## src/rtl/cdm_pkg.sv

```systemverilog
// Shared definitions for the carry-disregard multiplier.
// Mode encoding and a behavioural golden model.
package cdm_pkg;

  localparam logic CDM_APPROX = 1'b0;
  localparam logic CDM_EXACT  = 1'b1;

  // Golden model: columns below k are carry-free ORs,
  // columns at or above k are summed exactly.
  function automatic logic [63:0] cdm_ref(
    input logic [31:0] a,
    input logic [31:0] b,
    input int          w,
    input int          k
  );
    logic [63:0] hi;
    logic [63:0] lo;
    logic [63:0] t;
    hi = '0;
    lo = '0;
    for (int i = 0; i < 32; i++) begin
      for (int j = 0; j < 32; j++) begin
        if (i < w && j < w && a[i] && b[j]) begin
          t = 64'd1 << (i + j);
          if (i + j >= k) hi = hi + t;
          else            lo = lo | t;
        end
      end
    end
    return hi + lo;
  endfunction

endpackage

```

## src/rtl/cdm_col_reduce.sv

```systemverilog
// Partial-product reduction for the CDM multiplier.
// Low columns are OR-ed, high columns carry-saved.
module cdm_col_reduce
  import cdm_pkg::*;
#(
  parameter int W           = 8,
  parameter int APPROX_COLS = 8
) (
  input  logic [W-1:0]   a_i,
  input  logic [W-1:0]   b_i,
  input  logic           mode_i,
  output logic [2*W-1:0] hs_o,
  output logic [2*W-1:0] hc_o,
  output logic [2*W-1:0] lo_o
);

  localparam int N = 2 * W;
  localparam logic [N-1:0] LO_MASK =
    {N{1'b1}} >> (N - APPROX_COLS);

  logic [N-1:0] mask;
  logic [N-1:0] row;
  logic [N-1:0] s;
  logic [N-1:0] c;
  logic [N-1:0] t;

  // Split each shifted row into carry-free low bits and a
  // carry-save accumulated high part; exact mode masks nothing.
  always_comb begin
    mask = (mode_i == CDM_EXACT) ? '0 : LO_MASK;
    row  = '0;
    t    = '0;
    s    = '0;
    c    = '0;
    lo_o = '0;
    for (int j = 0; j < W; j++) begin
      row  = b_i[j] ? (N'(a_i) << j) : '0;
      lo_o = lo_o | (row & mask);
      row  = row & ~mask;
      t    = s ^ c ^ row;
      c    = ((s & c) | (s & row) | (c & row)) << 1;
      s    = t;
    end
    hs_o = s;
    hc_o = c;
  end

endmodule

```

## src/rtl/cdm_pipe_mult.sv

```systemverilog
// Pipelined carry-disregard approximate multiplier.
// Global-stall valid/ready pipeline of STAGES registers.
module cdm_pipe_mult
  import cdm_pkg::*;
#(
  parameter int W           = 8,
  parameter int APPROX_COLS = 8,
  parameter int STAGES      = 3
) (
  input  logic           clk,
  input  logic           rst,
  input  logic           in_valid,
  output logic           in_ready,
  input  logic [W-1:0]   in_a,
  input  logic [W-1:0]   in_b,
  input  logic           in_mode,
  output logic           out_valid,
  input  logic           out_ready,
  output logic [2*W-1:0] out_r,
  output logic           out_mode
);

  localparam int N = 2 * W;

  typedef struct packed {
    logic         v;
    logic         m;
    logic         cy;
    logic [N-1:0] x;
    logic [N-1:0] y;
  } stg_t;

  stg_t [STAGES-1:0] st_q;

  logic         adv;
  logic [W-1:0] ra;
  logic [W-1:0] rb;
  logic         rm;
  logic [N-1:0] hs;
  logic [N-1:0] hc;
  logic [N-1:0] lo;
  logic [N-1:0] hl;
  logic         unused_st;

  assign adv       = !out_valid || out_ready;
  assign in_ready  = adv;
  assign unused_st = ^st_q;

  // Reduction reads raw inputs when single-stage, else stage 0
  always_comb begin
    if (STAGES == 1) begin
      ra = in_a;
      rb = in_b;
      rm = in_mode;
    end else begin
      ra = st_q[0].x[W-1:0];
      rb = st_q[0].y[W-1:0];
      rm = st_q[0].m;
    end
  end

  cdm_col_reduce #(
    .W          (W),
    .APPROX_COLS(APPROX_COLS)
  ) u_red (
    .a_i   (ra),
    .b_i   (rb),
    .mode_i(rm),
    .hs_o  (hs),
    .hc_o  (hc),
    .lo_o  (lo)
  );

  // Low bits of the carry vector are always zero, so OR is add
  assign hl = hc | lo;

  for (genvar i = 0; i < STAGES; i++) begin : g_stg
    stg_t d;
    stg_t q;

    if (i == 0) begin : g_in
      // Entry: operands, or finished product when single-stage
      always_comb begin
        d   = '0;
        d.v = in_valid;
        d.m = in_mode;
        if (STAGES == 1) begin
          d.x = hs + hl;
        end else begin
          d.x = N'(in_a);
          d.y = N'(in_b);
        end
      end
    end else if (i == 1) begin : g_red
      // Capture carry-save pair, or finish the add if last
      always_comb begin
        d   = '0;
        d.v = st_q[i-1].v;
        d.m = st_q[i-1].m;
        if (STAGES == 2) begin
          d.x = hs + hl;
        end else begin
          d.x = hs;
          d.y = hl;
        end
      end
    end else if (i == 2 && STAGES == 3) begin : g_add
      // Single final carry-propagate add
      always_comb begin
        d   = '0;
        d.v = st_q[i-1].v;
        d.m = st_q[i-1].m;
        d.x = st_q[i-1].x + st_q[i-1].y;
      end
    end else if (i == 2) begin : g_lo
      logic [W:0] lsum;
      // Lower half of the final add, carry kept aside
      always_comb begin
        lsum = {1'b0, st_q[i-1].x[W-1:0]}
             + {1'b0, st_q[i-1].y[W-1:0]};
        d    = '0;
        d.v  = st_q[i-1].v;
        d.m  = st_q[i-1].m;
        d.x  = {st_q[i-1].x[N-1:W], lsum[W-1:0]};
        d.y  = {st_q[i-1].y[N-1:W], {W{1'b0}}};
        d.cy = lsum[W];
      end
    end else begin : g_hi
      // Upper half of the final add plus the lower carry
      always_comb begin
        d   = '0;
        d.v = st_q[i-1].v;
        d.m = st_q[i-1].m;
        d.x = {st_q[i-1].x[N-1:W]
             + st_q[i-1].y[N-1:W]
             + {{(W-1){1'b0}}, st_q[i-1].cy},
               st_q[i-1].x[W-1:0]};
      end
    end

    // Stage register: cleared on reset, shifts only on advance
    always_ff @(posedge clk) begin
      if (rst)      q <= '0;
      else if (adv) q <= d;
    end

    assign st_q[i] = q;
  end

  assign out_valid = st_q[STAGES-1].v;
  assign out_r     = out_valid ? st_q[STAGES-1].x : '0;
  assign out_mode  = out_valid & st_q[STAGES-1].m;

endmodule

```

## config.mk

```make
export PLATFORM = sky130hd
export DESIGN_NAME = cdm_pipe_mult
export DESIGN_NICKNAME = d
export VERILOG_FILES = /design/src/rtl/cdm_pkg.sv /design/src/rtl/cdm_col_reduce.sv /design/src/rtl/cdm_pipe_mult.sv
export SDC_FILE = /design/constraint.sdc
export NUM_CORES = 1
export LEC_CHECK = 0
export CORE_ASPECT_RATIO = 2
export CORE_MARGIN = 3
export CORE_UTILIZATION = 30
export CTS_CLUSTER_DIAMETER = 100
export DETAILED_ROUTE_END_ITERATION = 8
export DONT_BUFFER_PORTS = 1
export PLACE_DENSITY_LB_ADDON = 0.2
export SLEW_MARGIN = 40
export SYNTH_ARGS = -nofsm -noshare
export SYNTH_HDL_FRONTEND = slang
export SYNTH_SLANG_ARGS = --single-unit
export TNS_END_PERCENT = 10
```

## constraint.sdc

```tcl
create_clock -name clk -period 8.2 [get_ports clk]
set_input_delay 1.64 -clock clk [delete_from_list [all_inputs] [get_ports clk]]
set_output_delay 1.64 -clock clk [all_outputs]
set_load 0.03 [all_outputs]
```

==> summary.md <==
| Metric | Value |
|---|---|
| Pwr per Cell Area | `158 mW/mm²` |
| Post-synthesis mux area share | `0%` |
| Finished Cell Area | `0.00511 mm²` |
| Crit path max fanout | `17` |
| Ports | `40` |
| Min cycle time layout | `4.49 ns` |
| DR vias | `3712` |
| Layout cells sized above 1 | `5.48%` |
| Max Cap Viol | `0` |
| Simple-gate share of the synthesized area | `22.7%` |
| Total length of routed wires | `11400 µm` |
| Routability Congestion | `0.805` |
| Post-Syn Instances | `572` |
| Largest net degree at the start of global routing | `68` |
| XOR/XNOR share of the synthesized area | `1.48%` |
| Detailed Routing Iterations Pass 1 | `4` |
| Crit-path most repeated cell | `fa_1` |
| FF+latch count, synth | `68` |
| Outcome | `finished clean` |
| Slowest cell delay on critical path | `0.74 ns` |
| Post-cts hold buffer count | `0` |
| Dpl hpwl | `8250 µm` |
| Max-slew violations | `0` |
| Die X | `94.8 µm` |
| Reg clk slew, reported paths | `0.06 ns` |
| Async S/R FF share, synth | `0%` |
| Clock skew | `0.00853 ns` |
| Period utilisation layout | `54.7%` |
| Worst-path cell chain | `and3_1, ha_1, inv_1, fa_1, fa_1, inv_1, fa_1, inv_1, fa_1, fa_1, inv_1, fa_1, nand2_1, a21oi_1` |
| Post-Synth Adder-Cell Area | `24.0%` |
| YS warnings | `0` |
| Number of buffers created by CTS | `9` |
| Post-synthesis net count | `658` |
| Slew headroom | `54.0%` |
| Fin nets | `628` |
| RSZ-0062 raised after global routing | `no` |
| P&R area growth vs syn | `8.05%` |
| CORE AREA | `0.0154 mm²` |
| Number of global-route vias before repair | `3967` |
| Placed Area | `0.00483 mm²` |
| Routed length per instance | `15.3 µm` |
| DRC violations left | `0` |
| Iter 0 DRT Violations | `136` |
| Largest family of logic cells by synthesized area | `adder cells` |
| Via-to-Cell Ratio | `4.98` |
| Initial Utilization | `30.7%` |
| Die area | `0.0174 mm²` |
| CTS Buffer Depth | `2` |
| First-pass GRT wire length | `19600 µm` |
| Crit. End Element | `flop` |
| Total gr overflow | `0` |
| Inserted Diodes | `0` |
| # clock sinks | `68` |
| Post-synthesis average cell area | `8.26 µm²` |
| Critical-path top delay cell | `dfxtp_1` |
| Hold WC Path Type | `reg2reg` |
| H-tree depth | `3` |
| IO Port Bufs | `0` |
| Leak pwr | `2.11 nW` |
| Critical path type | `reg2reg` |
| CP Launch Type | `flop` |
| Achievable frequency | `223 MHz` |
| CP required | `8.46 ns` |
| PostCTS Resize Cnt | `0` |
| Total GRT Usage | `14.3%` |
| Setup TNS | `0 ns` |
| Compound-Gate Fraction of Synth Area | `16.1%` |
| CTS tree | `done` |
| Post-DRT Antenna Nets | `0` |
| Critical path's top delay family | `adder cells` |
| Worst R2R Setup Slack | `3.71 ns` |
| Post-CTS Setup Bufs | `0` |
| Pin slew with the least headroom to its limit | `0.691 ns` |
| Post-synth EDFFs | `0` |
| Root Buffer Master | `clkbuf_16` |
| Post-Syn Area | `0.00473 mm²` |
| Clock Latency Late Sink | `0.33 ns` |
| Row count | `64` |
| Final hold viol count | `0` |
| VDD IR max | `0.0995 mV` |
| Antenna violations before repair | `0` |
| Overall die height | `183 µm` |
| Post-synth cell types | `48` |
| Critical Path AT | `4.75 ns` |
| Sequential share of the synthesized area | `28.8%` |
| Number of buffers and inverters on the critical path | `4` |
| Final setup violation count | `0` |
| Dominant synthesized flop cell | `dfxtp_1` |
-- path summary, 6_finish.rpt --
path,start,to,depth (start not counted)
setup / recovery,g_stg[0].q[0]$_SDFFE_PP0P_,g_stg[1].q[23]$_SDFFE_PP0P_,14
hold / removal,g_stg[1].q[34]$_SDFFE_PP0P_,g_stg[1].q[34]$_SDFFE_PP0P_,2
setup reg to reg,g_stg[0].q[0]$_SDFFE_PP0P_,g_stg[1].q[23]$_SDFFE_PP0P_,14
hold reg to reg,g_stg[1].q[34]$_SDFFE_PP0P_,g_stg[1].q[34]$_SDFFE_PP0P_,2
-- power by group --
| part | switching, mW | internal (mW) |
|---|---|---|
| combinational | 0.0430 | 0.0330 |
| clock | 0.143 | 0.213 |
| sequential | 0.0287 | 0.348 |
-- cell usage in the layout (no fill, tap or decap), types with 4 or more instances in the layout --
master / Yosys / routed
dfxtp_1: 68 / 66
a21oi_1: 53 / 53
nand3_1: 19 / 19
ha_1: 22 / 22
and3_1: 22 / 22
fa_1: 43 / 43
a21o_1: 5 / 5
a22oi_1: 16 / 16
and2_1: 29 / 29
inv_1: 42 / 41
nand2_1: 112 / 112
o21ai_1: 7 / 7
a211oi_1: 10 / 10
nor3_1: 4 / 4
xor2_1: 5 / 5
nor2_1: 29 / 29
clkbuf_16: 0 / 9
-- routing by layer --
layer	vias up	global-route usage [%]	part of all wire, %
met3	14	2.17	2.9
met1	1794	15.5	39
met4	0	7.17	2.6
met2	64	26.1	55
li1	1840	-	-
met5	-	0	0
-- area by class of cell --
type                            instances  area (µm²)
Multi-Input combinational cell        419        3040
Timing Repair Buffer                    2        15.0
Tap cell                              198         248
Inverter                               42         158
Clock inverter                          5        37.5
Fill cell                            1667       10300
Clock buffer                           11         243
Sequential cell                        68        1360
-- Yosys cell counts (all sizes together), types with 3 or more instances --
cell	count	share of area [%]
a21oi	55	6.0
a21o	6	0.98
fa	43	18
o21ai	10	1.1
a211oi	11	1.9
nand3b	3	0.48
clkbuf	33	2.6
and3	22	2.9
a22oi	16	2.5
inv	42	3.3
nor2	29	2.3
nand3	19	2.0
xor2	5	0.93
dfxtp	68	29
and2	29	3.8
xnor2	3	0.56
nor3	4	0.42
nand2	112	8.9
ha	22	5.8
a222oi	3	0.64
buf	10	0.90
-- tightest hold or removal path: cells and delay by family, from the launching register on --
kind | cells | cell delay, ns
flip-flops | 1 | 0.30
AO/OA/AOI/OAI | 1 | 0.05
AND/OR/NAND/NOR | 1 | 0.05
-- through the flow --
step           utilization [%]  hold WS [ns]  setup WS [ns]  instances  total power [mW]
2_1_floorplan                -         0.417           3.92        572             0.442
3_3_place_gp              31.4         0.429           3.56        729             0.457
3_5_place_dp              31.4         0.437           3.70        729             0.461
4_1_cts                   33.2         0.444           3.71        745             0.822
5_1_grt                   33.2         0.462           3.52        745             0.851
6_report                  33.2         0.444           3.71        745             0.808
-- sequential cells by signal, summed over array words and instances (netlist names) --
name / flops
rm: 1
g_stg.q: 66
out_valid: 1
-- kinds of logic (layout without fill, tap and decap cells) --
logic type                 after synthesis  after routing
and+or+nand+nor                        229            229
adders and majority gates               65             65
DFF                                     68             68
xor gates and xnor gates                 8              8
buffers and inverters                   85             60
AOI/OAI and AO/OA                      117            117
No activity file was read; power rests on OpenSTA's default activity.
==> RTL edit: new RTL, same settings <==
`W` is set to 8 in 2 places; all go to 10.
--- a/src/rtl/cdm_col_reduce.sv
+++ b/src/rtl/cdm_col_reduce.sv
@@ -5,3 +5,3 @@
 #(
-  parameter int W           = 8,
+  parameter int W           = 10,
   parameter int APPROX_COLS = 8
--- a/src/rtl/cdm_pipe_mult.sv
+++ b/src/rtl/cdm_pipe_mult.sv
@@ -5,3 +5,3 @@
 #(
-  parameter int W           = 8,
+  parameter int W           = 10,
   parameter int APPROX_COLS = 8,
Interface: changed (resized in_a, in_b and out_r); port bits go from 40 to 48. The function was not compared with the original's and may differ.
==> RTL edit against the unedited design <==
- worst setup slack worse by 890 ps
- sequential power up 23%
- first-iteration DRC count up 66%
- non-clock buffer count up 1
- power up 22%
- final cell count up 32%
- die area up 32%
- routed wire length up 38%
- critical path depth up 2
- area after synthesis up 34%
- cell area up 32%
- synthesized cell count up 33%
- sequential cell count up 14
- critical endpoint is now g_stg[1].q[29]$_SDFFE_PP0P_
- highest routed layer unchanged
==> RTL edit: results (changes against the unedited design) <==
* Cell-internal power: 699.7 uW (+18%)
- Final nets: 839 (+34%)
* Count of fill cells added during filler insertion: 2269 (+36%)
- The worst-case register-to-register setup slack was 2820 ps (-890 ps).
- Clock latency on the worst-skew pair: 350 ps (+20 ps)
* Max IR drop VDD: 0.00006544 V (-34%)
- Result of the run: complete, no violations
- Global routing met1 resource utilization: 14.62% (-0.86 points)
- Site Rows: 74 (+16%)
- Gate Count Post-Synth: 761 (+33%)
- The power drawn by the sequential cells was 464 uW (+23%).
- Clock network power consumption: 380 uW (+6.7%)
* ClkCell Share: 4.072% (-1.4 points)
- The flip-flop count of the largest register, all copies and words added is 80 (+21%).
* Proportion of layout cells with a drive suffix above 1: 4.167% (-1.3 points)
- The clock skew after layout is 3.052 ps (-5.480 ps).
- The layout multi-input combinational cell count came to 564 (+35%).
- Ranked by total cell area, the synthesized netlist is headed by sky130_fd_sc_hd__dfxtp_1 (26%), sky130_fd_sc_hd__fa_1 (23%), sky130_fd_sc_hd__nand2_1 (9.7%).
- The final wirelength is 15640 um (+38%).
- Xor-xnor portion of the synthesized cell area: 1.524% (+0.041 points)
- The number of ordinary inverters in the final layout came to 55 (+31%).
- Multi-input logic area: 4247 um^2 (+40%)
- The path with the worst hold slack has its endpoint at g_stg[2].q[20]$_SDFFE_PP0P_.
* Worst hold start: g_stg[2].q[20]$_SDFFE_PP0P_
* Max stage delay on crit path: 760 ps (+20 ps)
- The met3 track demand over resource was 2.319% (+0.15 points).
- Worst hold slack: 442.2 ps (-1.370 ps)
- Complex-gate fraction of the synthesized area: 14.54% (-1.5 points)
- CTS sink count: 82 (+21%)
- Post-place setup slack: 2605 ps (-1097 ps)
* Post-Synth Adder-Cell Area: 28.25% (+4.2 points)
- The clock tree buffer count of the final layout was 12 (+1).
- The maximum number of pins on one net before global-route repair was 89 (+31%).
* Multiplexer share of the synthesized area: 0.1583% (+0.16 points)
- Syn_nets: 885 (+34%)
* Bufs w/o clock: 3 (+1)
- Cells after DPL: 970 (+33%)
- The worst register-to-register path begins at g_stg[0].q[1]$_SDFFE_PP0P_.
* Fraction of met2 tracks used by global routing: 29.03% (+2.9 points)
- The share of the core filled with cells in the final layout was 32.74% (-0.47 points).
- Leakage Power: 2.584 nW (+23%)
- Count of distinct cell types in the synthesized netlist: 51 (+6.3%)
- Starting DRC count in detailed routing: 226 (+66%)
RTL edit: changes by cell type after synthesis, sizes merged, moves of 14 or more:
cell / change
fa: +30
and2: +21
dfxtp: +14
a21oi: +17
clkbuf: +15
nand2: +53
RTL edit: layer usage:
layer / share of wire [%] / routed length (um)
met5: 0 / 0
met4: 2.4 / 374
met3: 3.0 / 462
met2: 58 / 9119
met1: 36 / 5684
RTL edit: worst register-to-register path, delay by kind of cell (launching register included):
kind | cells | cell delay (ps)
flip-flops | 1 | 760
adder cells (fa/ha/maj) | 9 | 3890
buffers and inverters | 4 | 200
AND/OR/NAND/NOR | 2 | 310
AO/OA/AOI/OAI | 1 | 150
RTL edit: worst max-delay path by stage:
stage,startpoint,end,slack (ps),cells past startpoint
floorplan,g_stg[0].q[0]$_SDFFE_PP0P_,g_stg[1].q[29]$_SDFFE_PP0P_,3050,18
global placement,rm$_SDFFE_PP0P_,g_stg[1].q[29]$_SDFFE_PP0P_,2740,16
detailed placement,rm$_SDFFE_PP0P_,g_stg[1].q[29]$_SDFFE_PP0P_,2600,16
CTS,rm$_SDFFE_PP0P_,g_stg[1].q[29]$_SDFFE_PP0P_,2610,16
global route,g_stg[0].q[0]$_SDFFE_PP0P_,g_stg[1].q[29]$_SDFFE_PP0P_,2580,16
finish,g_stg[0].q[1]$_SDFFE_PP0P_,g_stg[1].q[29]$_SDFFE_PP0P_,2820,16
RTL edit: logic make-up after synthesis:
family	Yosys count
and+or+nand+nor	310
AOI/OAI and AO/OA	143
buffers and inverters	115
adders and majority gates	99
DFF	82
xor gates and xnor gates	11
muxes	1
